`config.mk`:
```
export PLATFORM = sky130hd
export DESIGN_NAME = ddr_local_arbiter
export DESIGN_NICKNAME = d
export VERILOG_FILES = /design/src/rtl/ddr_local_arbiter.sv
export SDC_FILE = /design/constraint.sdc
export NUM_CORES = 1
export LEC_CHECK = 0
export CORE_AREA = 2 2 104 106
export DETAILED_ROUTE_END_ITERATION = 12
export DIE_AREA = 0 0 106 108
export GPL_TIMING_DRIVEN = 1
export MAX_ROUTING_LAYER = met4
export PLACE_DENSITY = 0.78
export RECOVER_POWER = 25
export SLEW_MARGIN = 10
export SYNTH_ARGS = -nofsm -noshare
export SYNTH_HDL_FRONTEND = slang
export SYNTH_SLANG_ARGS = --single-unit
```
`constraint.sdc`:
```
create_clock -name phy_clk -period 5.29 [get_ports phy_clk]
set_input_delay 0.529 -clock phy_clk [delete_from_list [all_inputs] [get_ports phy_clk]]
set_output_delay 0.529 -clock phy_clk [all_outputs]
set_load 0.02 [all_outputs]
```
`src/rtl/ddr_local_arbiter.sv`:
```
// Two-port transaction arbiter and sequencer for the DDR controller local interface.
// Build option: DDR_ARB_FIXED_PRIO_EN gives port 0 fixed priority instead of round-robin.
//
// state   | meaning
// IDLE    | wait for init_done and an eligible request, then register the grant
// RD_CMD  | read command on the bus until local_ready accepts it
// WR_BEAT | write beats on the bus until the last beat is accepted
module ddr_local_arbiter #(
  parameter int RD_FIFO_DEPTH = 4,
  parameter int ADDR_W        = 23
) (
  input  logic              phy_clk,
  input  logic              reset_phy_clk,
  input  logic              p0_req,
  input  logic              p0_we,
  input  logic [ADDR_W-1:0] p0_addr,
  input  logic [1:0]        p0_size,
  input  logic [31:0]       p0_wdata,
  input  logic [3:0]        p0_be,
  output logic              p0_wnext,
  output logic              p0_ack,
  output logic              p0_rvalid,
  input  logic              p1_req,
  input  logic              p1_we,
  input  logic [ADDR_W-1:0] p1_addr,
  input  logic [1:0]        p1_size,
  input  logic [31:0]       p1_wdata,
  input  logic [3:0]        p1_be,
  output logic              p1_wnext,
  output logic              p1_ack,
  output logic              p1_rvalid,
  output logic [31:0]       rdata,
  input  logic              local_init_done,
  input  logic              local_ready,
  input  logic              local_rdata_valid,
  input  logic [31:0]       local_rdata,
  output logic [ADDR_W-1:0] local_address,
  output logic [1:0]        local_size,
  output logic              local_read_req,
  output logic              local_write_req,
  output logic              local_burstbegin,
  output logic [31:0]       local_wdata,
  output logic [3:0]        local_be,
  output logic              rd_unexpected
);

  localparam int PTR_W = (RD_FIFO_DEPTH > 2) ? $clog2(RD_FIFO_DEPTH) : 1;
  localparam int CNT_W = PTR_W + 1;
  localparam logic [CNT_W-1:0] FULL_CNT = CNT_W'(RD_FIFO_DEPTH);

  localparam logic [1:0] S_IDLE    = 2'd0;
  localparam logic [1:0] S_RD_CMD  = 2'd1;
  localparam logic [1:0] S_WR_BEAT = 2'd2;

  logic [1:0]        state_q, state_d;
  logic              owner_q, owner_d;
  logic [ADDR_W-1:0] addr_q, addr_d;
  logic [1:0]        size_q, size_d;
  logic              beat_q, beat_d;
  logic [PTR_W-1:0]  wr_ptr_q, wr_ptr_d;
  logic [PTR_W-1:0]  rd_ptr_q, rd_ptr_d;
  logic [CNT_W-1:0]  cnt_q, cnt_d;
  logic              head_beat_q, head_beat_d;
  logic              unexp_q, unexp_d;
  logic [1:0]        tag_q [RD_FIFO_DEPTH];

  logic       fifo_full, fifo_empty;
  logic       elig0, elig1, grant, grant_port, grant_we;
  logic [1:0] grant_size;
  logic       last_beat, done, wr_accept;
  logic       push, pop, rd_hit;
  logic [1:0] head_tag, tag_push;

  assign fifo_full  = (cnt_q == FULL_CNT);
  assign fifo_empty = (cnt_q == '0);

  assign elig0 = p0_req & (p0_we | ~fifo_full);
  assign elig1 = p1_req & (p1_we | ~fifo_full);
  assign grant = local_init_done & (elig0 | elig1);

`ifdef DDR_ARB_FIXED_PRIO_EN
  assign grant_port = elig1 & ~elig0;
`else
  // fav_q names the port that wins a tie; the last-granted port loses the next one
  logic fav_q, fav_d;

  assign grant_port = (elig0 & elig1) ? fav_q : elig1;
  assign fav_d      = done ? ~owner_q : fav_q;

  always_ff @(posedge phy_clk) begin
    if (reset_phy_clk) fav_q <= 1'b0;
    else               fav_q <= fav_d;
  end
`endif

  assign grant_we   = grant_port ? p1_we : p0_we;
  assign grant_size = grant_port ? p1_size : p0_size;
  assign last_beat  = (beat_q == (size_q == 2'd2));

  always_comb begin
    state_d = state_q;
    owner_d = owner_q;
    addr_d  = addr_q;
    size_d  = size_q;
    beat_d  = beat_q;
    done    = 1'b0;
    case (state_q)
      S_IDLE: begin
        if (grant) begin
          owner_d = grant_port;
          addr_d  = grant_port ? p1_addr : p0_addr;
          size_d  = ((grant_size == 2'd2) || (grant_size == 2'd3)) ? 2'd2 : 2'd1;
          beat_d  = 1'b0;
          state_d = grant_we ? S_WR_BEAT : S_RD_CMD;
        end
      end
      S_RD_CMD: begin
        if (local_ready) begin
          done    = 1'b1;
          state_d = S_IDLE;
        end
      end
      S_WR_BEAT: begin
        if (local_ready) begin
          beat_d = 1'b1;
          if (last_beat) begin
            done    = 1'b1;
            state_d = S_IDLE;
          end
        end
      end
      default: state_d = S_IDLE;
    endcase
  end

  assign local_read_req   = (state_q == S_RD_CMD);
  assign local_write_req  = (state_q == S_WR_BEAT);
  assign local_burstbegin = local_write_req & ~beat_q;
  assign local_address    = addr_q;
  assign local_size       = size_q;
  assign local_wdata      = local_write_req ? (owner_q ? p1_wdata : p0_wdata) : 32'h0;
  assign local_be         = local_write_req ? (owner_q ? p1_be : p0_be) : 4'h0;

  assign wr_accept = local_write_req & local_ready;
  assign p0_wnext  = wr_accept & ~owner_q;
  assign p1_wnext  = wr_accept & owner_q;
  assign p0_ack    = done & ~owner_q;
  assign p1_ack    = done & owner_q;

  // tag = {port, two_beat}; head_beat_q marks the first beat of a 2-beat head as consumed
  assign push        = local_read_req & local_ready;
  assign tag_push    = {owner_q, (size_q == 2'd2)};
  assign head_tag    = tag_q[rd_ptr_q];
  assign rd_hit      = local_rdata_valid & ~fifo_empty;
  assign pop         = rd_hit & (~head_tag[0] | head_beat_q);
  assign head_beat_d = rd_hit ? ~pop : head_beat_q;
  assign wr_ptr_d    = wr_ptr_q + PTR_W'(push);
  assign rd_ptr_d    = rd_ptr_q + PTR_W'(pop);
  assign cnt_d       = cnt_q + CNT_W'(push) - CNT_W'(pop);
  assign unexp_d     = unexp_q | (local_rdata_valid & fifo_empty);

  assign p0_rvalid     = rd_hit & ~head_tag[1];
  assign p1_rvalid     = rd_hit & head_tag[1];
  assign rdata         = local_rdata;
  assign rd_unexpected = unexp_q;

  always_ff @(posedge phy_clk) begin
    if (push) tag_q[wr_ptr_q] <= tag_push;
  end

  always_ff @(posedge phy_clk) begin
    if (reset_phy_clk) begin
      state_q     <= S_IDLE;
      owner_q     <= 1'b0;
      addr_q      <= '0;
      size_q      <= 2'd0;
      beat_q      <= 1'b0;
      wr_ptr_q    <= '0;
      rd_ptr_q    <= '0;
      cnt_q       <= '0;
      head_beat_q <= 1'b0;
      unexp_q     <= 1'b0;
    end else begin
      state_q     <= state_d;
      owner_q     <= owner_d;
      addr_q      <= addr_d;
      size_q      <= size_d;
      beat_q      <= beat_d;
      wr_ptr_q    <= wr_ptr_d;
      rd_ptr_q    <= rd_ptr_d;
      cnt_q       <= cnt_d;
      head_beat_q <= head_beat_d;
      unexp_q     <= unexp_d;
    end
  end

endmodule

```
==> flow_metrics.py, run 1 <==
metrics = {
    "status": {
        "status": "finished, final reports clean",
    },
    "floorplanning": {
        "die_area_um2": 11400,
        "row_count": 37,
        "die_x_um": 106,
        "coreArea_um2": 10200,
        "die_h_um": 108,
        "start_util": 0.315,
        "pin_count": 266,
    },
    "synthesis": {
        "synth.largest_area_cell": "dfxtp_1",
        "ys_seq_area_frac": 0.317,
        "ys_async_sr_fraction": 0,
        "synth-seq-cells": 47,
        "netlist_instances": 353,
        "synth.avg_cell_area_um2": 9.14,
        "syn_nets": 524,
        "synth_top_area_share": 0.242,
        "synthFlopType": "dfxtp_1",
        "ys_top_cells_by_area": "dfxtp_1 (24%), mux2i_1 (12%), a311oi_2 (11%)",
        "ys_types": 36,
        "synth_warnings": 0,
        "syn_area_um2": 3230,
        "synth-edff-count": 8,
    },
    "timing": {
        "fin_hold_ws_ns": 0.476,
        "slew_headroom": 0.311,
        "rsz0062_at_grt": "no",
        "final.period_utilization": 0.611,
        "worstMarginPinSlew_ns": 1.03,
        "hold_viol_final": 0,
        "drv_slew": 0,
        "clock.fmax_mhz": 309,
        "tns_ns": 0,
        "fin_skew_ns": 0.0113,
        "finalCriticalPeriod_ns": 3.23,
        "setup_ws_ns": 2.06,
        "setup-violations-final": 0,
    },
    "global_route": {
        "grt-ovfl-total": 0,
        "grt_pass1_wl_um": 14600,
        "grt_pass1_vias": 3069,
        "antenna_found_initial": 0,
        "grt_max_degree": 53,
        "grt.total_usage": 0.163,
    },
    "clocking": {
        "worstSkewPairLatency_ns": 0.30,
        "post_cts_buffers": 0,
        "h-tree-depth": 2,
        "cts_max_path_buffers": 2,
        "numCtsBuffers": 5,
        "ctsResizeCount": 0,
        "ctsHoldBuffers": 0,
        "clk_pin_slew_ns": 0.09,
        "cts.sinks": 47,
        "cts_tree": "yes",
        "cts-root-buf": "clkbuf_8",
    },
    "worst_setup_path": {
        "r2r_cells": 10,
        "critPathKind": "flop to output port",
        "required_ns": 4.76,
        "cp-start-kind": "flop",
        "worst_ep_arrival_time_ns": 2.70,
        "ff2ff_setup_slack_ns": 2.81,
        "r2r_start": "cnt_q[1]$_SDFF_PP0_",
        "critPathCaptureType": "output port",
        "regToRegEndpoint": "cnt_q[2]$_SDFF_PP0_",
        "worstPathMaxFanout": 26,
    },
    "power": {
        "leakagePower_uw": 0.00182,
        "ir_drop_mv": 0.144,
        "powerDensity_nw_per_um2": 259,
    },
    "route": {
        "routed_wirelength_um": 9440,
        "routed_via_density": 4.60,
        "vias": 2964,
        "ant_nets": 0,
        "firstDrtPassIters": 4,
        "wl_per_cell_um": 14.7,
        "drt-initial-drc-count": 89,
        "drcViolationCount": 0,
    },
    "place": {
        "post-dp-hpwl_um": 7320,
        "pre_cts_slack_ns": 2.47,
        "portBuffers": 199,
        "place.gp.congestion": 0.766,
    },
    "hold_path": {
        "min_from": "head_beat_q$_SDFFE_PP0P_",
        "hold_path_class": "flop to flop",
        "hold_end": "head_beat_q$_SDFFE_PP0P_",
        "hold_depth": 2,
    },
    "final_layout": {
        "diodes": 0,
        "area_delta_synth_final_pct": 59.9,
        "nets": 678,
        "fin_util": 0.504,
        "drive_above_1_share": 0.0866,
    },
    "run": {
        "drv_cap": 0,
    },
}
how the worst max path moves through the flow:
stage	start	cells past startpoint	to
after floorplan	rd_ptr_q[0]$_SDFF_PP0_	9	cnt_q[2]$_SDFF_PP0_
after global placement	local_ready	9	cnt_q[2]$_SDFF_PP0_
after detailed placement	local_ready	9	cnt_q[2]$_SDFF_PP0_
after CTS	owner_q$_SDFFE_PP0P_	4	local_wdata[19]
after global routing	owner_q$_SDFFE_PP0P_	4	local_wdata[19]
final	owner_q$_SDFFE_PP0P_	4	local_wdata[19]
placed cells by master (no fill, tap or decap), types with 2 or more instances in the layout:
master	netlist	final
nor3_1	3	3
clkbuf_8	0	6
inv_1	8	8
o21ai_0	2	2
o2bb2ai_1	2	2
nor2b_1	46	46
mux2i_1	39	39
nor2_1	32	32
a311oi_2	23	23
dfxtp_1	39	39
mux4_2	2	2
ha_1	7	7
edfxtp_1	8	8
clkdlybuf4s50_1	0	198
xnor2_1	5	5
and3_1	2	2
nor3b_1	3	3
buf_4	32	3
a21oi_1	7	7
nand2_1	55	55
nand2b_1	2	2
per-stage QoR:
step	cell area, um2	instances	total power (uW)
after detailed placement	5040	636	1090
final	5160	644	1330
after global routing	5160	644	1420
after floorplan	3230	353	864
after global placement	5040	636	1070
after CTS	5160	644	1350
kinds of logic (layout without fill, tap and decap cells):
| group | count (synthesis) | after routing | synth area share |
|---|---|---|---|
| flops | 47 | 47 | 0.317 |
| compound gates | 39 | 39 | 0.149 |
| fa+ha+maj | 8 | 8 | 0.0334 |
| buf+inv | 64 | 219 | 0.123 |
| xor+xnor | 5 | 5 | 0.0136 |
| mux | 41 | 41 | 0.135 |
| simple gates | 149 | 149 | 0.230 |
area by class of cell:
class / instances / area [um2]
Clock buffer: 7 / 108
Multi-Input combinational cell: 242 / 1810
Tap cell: 136 / 170
Sequential cell: 47 / 1020
Inverter: 9 / 33.8
Fill cell: 955 / 5070
Timing Repair Buffer: 202 / 2010
Clock inverter: 1 / 5.00
registers in the layout, indices dropped and copies added (netlist names):
register,count
cnt_q,3
local_address,23
rd_ptr_q,2
state_q,2
rd_unexpected,1
local_size,2
tag_q,8
beat_q,1
wr_ptr_q,2
owner_q,1
fav_q,1
head_beat_q,1
layer usage:
layer | wire length (um) | global-route usage | up-vias
li1 | - | - | 1474
met4 | 66 | 0.0329 | 0
met3 | 547 | 0.0386 | 8
met5 | 0 | - | -
met2 | 5020 | 0.296 | 106
met1 | 3810 | 0.182 | 1376
Yosys cell counts, types with 4 or more instances:
| cell type | instances |
|---|---|
| inv_1 | 8 |
| buf_1 | 5 |
| mux2i_1 | 39 |
| edfxtp_1 | 8 |
| nand2_1 | 55 |
| buf_4 | 32 |
| buf_6 | 4 |
| nor2b_1 | 46 |
| nor2_1 | 32 |
| a311oi_2 | 23 |
| xnor2_1 | 5 |
| clkbuf_1 | 10 |
| ha_1 | 7 |
| buf_2 | 4 |
| dfxtp_1 | 39 |
| a21oi_1 | 7 |
report_power, final:
part           internal [uW]  total [uW]  switching (uW)  leakage, uW
logic                    322         620             298      0.00137
clock network            134         256             122    0.0000594
registers                416         459            42.3     0.000397
worst max-delay path, cell delays in order (launching register included):
cell	delay [ns]
dfxtp_1	0.94
buf_4	0.53
mux2i_1	0.14
nor2b_1	0.16
clkdlybuf4s50_1	0.63
No activity file was read; power rests on OpenSTA's default activity.
==> inputs of run 2 (changes only) <==
--- a/config.mk
+++ b/config.mk
@@ -5,12 +5,12 @@
 export SDC_FILE = /design/constraint.sdc
 export NUM_CORES = 1
 export LEC_CHECK = 0
-export CORE_AREA = 2 2 104 106
+export CORE_AREA = 2 2 102 104
 export DETAILED_ROUTE_END_ITERATION = 12
-export DIE_AREA = 0 0 106 108
+export DIE_AREA = 0 0 104 106
 export GPL_TIMING_DRIVEN = 1
 export MAX_ROUTING_LAYER = met4
-export PLACE_DENSITY = 0.78
+export PLACE_DENSITY = 0.81
 export RECOVER_POWER = 25
 export SLEW_MARGIN = 10
 export SYNTH_ARGS = -nofsm -noshare
==> constraint.sdc (replaced) <==
create_clock -name phy_clk -period 3.1 [get_ports phy_clk]
set_input_delay 0.31 -clock phy_clk [delete_from_list [all_inputs] [get_ports phy_clk]]
set_output_delay 0.31 -clock phy_clk [all_outputs]
set_load 0.02 [all_outputs]
==> run 2 against run 1 <==
  * The flow now finishes with violations (max-capacitance violations, max-slew violations)
  * Sequential share of layout area barely moved
  * Clock power rose by 48%
  * Clock skew barely moved
  * Non-clock buffer count rose by 1
  * Combinational power rose by 71%
  * First-iteration DRC count rose by 35%
  * Flip-flop and latch count did not move
  * Largest power group unchanged
==> flow_metrics.py, run 2 (synthesized netlist as in run 1, its figures left out) <==
metrics = {
    "final_layout": {
        "largest_reg_flops": 23,
        "diodes": 0,
        "final_common_cell": "clkdlybuf4s50_1",
        "area_delta_synth_final_pct": 59.7,
        "fin_area_um2": 5150,
        "final_cell_mix": "clkdlybuf4s50_1 (198), nand2_1 (55), nor2b_1 (46)",
        "nets": 679,
        "drive_above_1_share": 0.0884,
    },
    "timing": {
        "tns_ns": 0,
        "drv_slew": 42,
        "finalCriticalPeriod_ns": 2.73,
        "slew_headroom": -0.618,
        "clock.fmax_mhz": 366,
        "final.period_utilization": 0.881,
        "worstMarginPinSlew_ns": 2.43,
        "fin_skew_ns": 0.0115,
        "rsz0062_at_grt": "no",
        "hold_viol_final": 0,
        "setup-violations-final": 0,
    },
    "clocking": {
        "ctsHoldBuffers": 0,
        "cts-root-buf": "clkbuf_8",
        "cts_max_path_buffers": 2,
        "h-tree-depth": 2,
        "ctsResizeCount": 0,
        "cts_tree": "yes",
        "worstSkewPairLatency_ns": 0.30,
        "clk_pin_slew_ns": 0.08,
        "cts.sinks": 47,
        "post_cts_buffers": 0,
        "numCtsBuffers": 5,
    },
    "worst_setup_path": {
        "critPathKind": "flop to output port",
        "r2r_cells": 9,
        "worstPathMaxFanout": 30,
        "r2r_start": "rd_ptr_q[0]$_SDFF_PP0_",
        "regToRegEndpoint": "cnt_q[2]$_SDFF_PP0_",
        "ff2ff_setup_slack_ns": 0.66,
        "worst_ep_arrival_time_ns": 2.42,
        "critPathLaunch": "state_q[0]$_SDFFE_PP0P_",
        "critPathCaptureType": "output port",
        "required_ns": 2.79,
        "cp-start-kind": "flop",
    },
    "hold_path": {
        "min_from": "local_size[0]$_SDFFE_PP0P_",
        "hold_path_class": "flop to flop",
        "hold_end": "local_size[0]$_SDFFE_PP0P_",
        "hold_depth": 2,
    },
    "floorplanning": {
        "die_x_um": 104,
        "coreArea_um2": 10000,
        "start_util": 0.323,
        "pin_count": 266,
        "die_h_um": 106,
        "die_area_um2": 11000,
        "row_count": 37,
    },
    "route": {
        "firstDrtPassIters": 4,
        "drt-initial-drc-count": 120,
        "routed_wirelength_um": 9600,
        "routed_via_density": 4.64,
        "ant_nets": 0,
        "wl_per_cell_um": 14.9,
        "drcViolationCount": 0,
        "vias": 2995,
    },
    "place": {
        "place.gp.congestion": 0.777,
        "placed_cell_area_um2": 5060,
        "portBuffers": 199,
        "post-dp-hpwl_um": 7590,
    },
    "power": {
        "leakagePower_uw": 0.00182,
        "ir_drop_mv": 0.224,
        "powerDensity_nw_per_um2": 432,
    },
    "global_route": {
        "grt-ovfl-total": 0,
        "grt.total_usage": 0.168,
        "grt_max_degree": 53,
        "grt_pass1_vias": 2948,
        "antenna_found_initial": 0,
        "grt_pass1_wl_um": 14700,
    },
    "status": {
        "violations": "max-capacitance violations, max-slew violations",
        "status": "finished with violations",
    },
    "run": {
        "drv_cap": 1,
    },
}
-- run 2: changes by cell type in the layout (fill, tap and decap cells not counted), sizes merged --
| cell | before | now |
|---|---|---|
| clkinv | 1 | 2 |
| clkbuf | 7 | 6 |
| inv | 9 | 10 |
-- run 2: worst max path at each step --
stage	endpoint	cells after the start
after floorplan	cnt_q[2]$_SDFF_PP0_	9
after global placement	local_address[19]$_SDFFE_PP0P_	6
after detailed placement	local_address[7]$_SDFFE_PP0P_	6
after CTS	local_wdata[10]	5
after global routing	local_wdata[10]	5
final	local_wdata[10]	5
-- run 2: final cells by class --
cell class | instances | area (um2)
Fill cell | 929 | 4850
Timing Repair Buffer | 203 | 2030
Multi-Input combinational cell | 242 | 1810
Sequential cell | 47 | 1020
Tap cell | 136 | 170
Clock buffer | 5 | 68.8
Inverter | 9 | 33.8
Clock inverter | 3 | 18.8
-- run 2: critical path, cell delays in order (launching register included) --
cell	delay [ns]
dfxtp_1	0.34
inv_1	0.08
ha_1	0.44
buf_4	0.35
nor2b_1	0.27
clkdlybuf4s50_1	0.64
-- run 2: metrics by stage --
stage                     instances   util  hold slack (ns)  power, uW  setup WS [ns]
after floorplan                 353      -            0.450       1470          0.839
after detailed placement        637  0.507            0.464       1870          0.484
final                           645  0.515            0.476       2230          0.368
after global routing            645  0.515            0.514       2360          0.170
after CTS                       645  0.515            0.482       2250          0.353
after global placement          637  0.507            0.453       1840          0.519
-- run 2: metal layers --
layer | wire length (um) | global-route usage | part of all wire | vias to the layer above
met4 | 108 | 0.0357 | 0.011 | 0
met1 | 4180 | 0.209 | 0.44 | 1389
met3 | 448 | 0.0288 | 0.047 | 12
li1 | - | - | - | 1483
met2 | 4870 | 0.287 | 0.51 | 111
met5 | 0 | - | 0 | -
-- run 2: power breakdown --
part / total, uW / switching [uW] / internal (uW)
combinational: 1060 / 509 / 555
sequential: 786 / 74.4 / 711
clock: 378 / 218 / 159
==> inputs of run 3 (changes only) <==
==> config.mk (replaced) <==
export PLATFORM = sky130hd
export DESIGN_NAME = ddr_local_arbiter
export DESIGN_NICKNAME = d
export VERILOG_FILES = /design/src/rtl/ddr_local_arbiter.sv
export SDC_FILE = /design/constraint.sdc
export NUM_CORES = 1
export LEC_CHECK = 0
export CORE_AREA = 2 2 104 106
export CTS_BUF_LIST = sky130_fd_sc_hd__clkbuf_8
export DETAILED_ROUTE_END_ITERATION = 12
export DIE_AREA = 0 0 106 108
export GPL_TIMING_DRIVEN = 1
export MAX_ROUTING_LAYER = met4
export PLACE_DENSITY = 0.78
export RECOVER_POWER = 25
export SYNTH_ARGS = -nofsm -noshare
export SYNTH_HDL_FRONTEND = slang
export SYNTH_SLANG_ARGS = --single-unit
==> run 3 against run 2 <==
  * The flow still finishes with violations (max-capacitance violations, max-slew violations)
  * Wire length rose by 1.4%
  * First-iteration DRC count rose by 38%
  * Register-to-register slack got worse by 0.03 ns
  * Design area fell by 0.32%
  * Utilization fell by 1.3 points
  * Clock power fell by 6.1%
  * Via count barely moved
  * Largest cell class unchanged
==> flow_metrics.py, run 3 (synthesized netlist as in run 1, its figures left out) <==
metrics = {
    "status": {
        "status": "finished with violations",
        "violations": "max-capacitance violations, max-slew violations",
    },
    "timing": {
        "drv_slew": 42,
        "finalCriticalPeriod_ns": 2.74,
        "fin_skew_ns": 0.00952,
        "worstMarginPinSlew_ns": 2.48,
        "hold_viol_final": 0,
        "slew_headroom": -0.653,
        "rsz0062_at_grt": "no",
        "clock.fmax_mhz": 365,
        "final.period_utilization": 0.884,
        "setup-violations-final": 0,
        "tns_ns": 0,
        "setup_ws_ns": 0.361,
    },
    "clocking": {
        "clk_pin_slew_ns": 0.09,
        "cts_tree": "yes",
        "worstSkewPairLatency_ns": 0.30,
        "cts.sinks": 47,
        "cts_max_path_buffers": 2,
        "h-tree-depth": 2,
        "cts-root-buf": "clkbuf_8",
        "ctsHoldBuffers": 0,
        "ctsResizeCount": 0,
        "numCtsBuffers": 5,
        "post_cts_buffers": 0,
    },
    "place": {
        "post-dp-hpwl_um": 7610,
        "pre_cts_slack_ns": 0.510,
        "portBuffers": 199,
        "place.gp.congestion": 0.759,
    },
    "hold_path": {
        "min_from": "head_beat_q$_SDFFE_PP0P_",
        "hold_depth": 2,
        "hold_end": "head_beat_q$_SDFFE_PP0P_",
        "hold_path_class": "flop to flop",
    },
    "worst_setup_path": {
        "regToRegEndpoint": "cnt_q[2]$_SDFF_PP0_",
        "required_ns": 2.79,
        "critPathCaptureType": "output port",
        "cp-start-kind": "flop",
        "r2r_cells": 9,
        "r2r_start": "rd_ptr_q[0]$_SDFF_PP0_",
        "critPathKind": "flop to output port",
        "worst_ep_arrival_time_ns": 2.43,
        "ff2ff_setup_slack_ns": 0.63,
        "worstPathMaxFanout": 30,
    },
    "final_layout": {
        "final_common_cell": "clkdlybuf4s50_1",
        "drive_above_1_share": 0.0787,
        "area_delta_synth_final_pct": 59.2,
        "diodes": 0,
        "nets": 678,
        "final_cell_mix": "clkdlybuf4s50_1 (198), nand2_1 (55), nor2b_1 (46)",
        "fin_util": 0.502,
        "largest_reg_flops": 23,
    },
    "floorplanning": {
        "row_count": 37,
        "start_util": 0.315,
        "die_h_um": 108,
        "die_area_um2": 11400,
        "coreArea_um2": 10200,
        "pin_count": 266,
        "die_x_um": 106,
    },
    "route": {
        "ant_nets": 0,
        "drcViolationCount": 0,
        "routed_wirelength_um": 9730,
        "wl_per_cell_um": 15.1,
        "drt-initial-drc-count": 165,
        "vias": 2993,
        "firstDrtPassIters": 4,
        "routed_via_density": 4.65,
    },
    "global_route": {
        "grt-ovfl-total": 0,
        "antenna_found_initial": 0,
        "grt_pass1_wl_um": 15100,
        "grt.total_usage": 0.168,
        "grt_pass1_vias": 3163,
        "grt_max_degree": 53,
    },
    "power": {
        "powerDensity_nw_per_um2": 428,
        "finalPower_uw": 2200,
        "leakagePower_uw": 0.00181,
        "ir_drop_mv": 0.196,
    },
    "run": {
        "drv_cap": 1,
    },
}
[run 3: cell count changes in the layout (fill, tap and decap cells not counted), sizes merged]
cell  before  now
buf        4    3
[run 3: through the flow]
step	hold WS [ns]	area (um2)	std cells
after global placement	0.450	5060	636
after CTS	0.481	5140	644
after floorplan	0.450	3230	353
after global routing	0.516	5130	644
after detailed placement	0.465	5060	636
final	0.481	5130	644
[run 3: cell type report]
cell class | count | area (um2)
fill | 975 | 5100
multi-input combinational | 242 | 1810
tap | 136 | 170
timing repair buffer | 202 | 2020
inverter | 9 | 33.8
clock buffer | 5 | 68.8
sequential | 47 | 1020
clock inverter | 3 | 11.3
[run 3: worst max-delay path by stage]
stage	startpoint	end	slack (ns)
global placement	local_ready	cnt_q[2]$_SDFF_PP0_	0.52
detailed placement	local_ready	cnt_q[2]$_SDFF_PP0_	0.51
finish	owner_q$_SDFFE_PP0P_	local_wdata[30]	0.36
CTS	local_size[1]$_SDFFE_PP0P_	p1_ack	0.39
floorplan	rd_ptr_q[0]$_SDFF_PP0_	cnt_q[2]$_SDFF_PP0_	0.84
global route	owner_q$_SDFFE_PP0P_	local_wdata[30]	0.19
[run 3: critical path, cell delays in order (launching register included)]
cell and delay (ns):
dfxtp_1 0.96, buf_12 0.31, mux2i_1 0.10, nor2b_1 0.12, clkdlybuf4s50_1 0.63
[run 3: where the power goes]
group | internal, uW | total, uW | switching, uW
combinational | 553 | 1060 | 509
clock | 151 | 355 | 204
sequential | 711 | 782 | 71.5
[run 3: layer usage]
layer / track usage / vias up / share of wire
met4: 0.0451 / 0 / 0.012
met1: 0.188 / 1389 / 0.39
met2: 0.305 / 115 / 0.54
li1: - / 1475 / -
met3: 0.0356 / 14 / 0.055
met5: - / - / 0
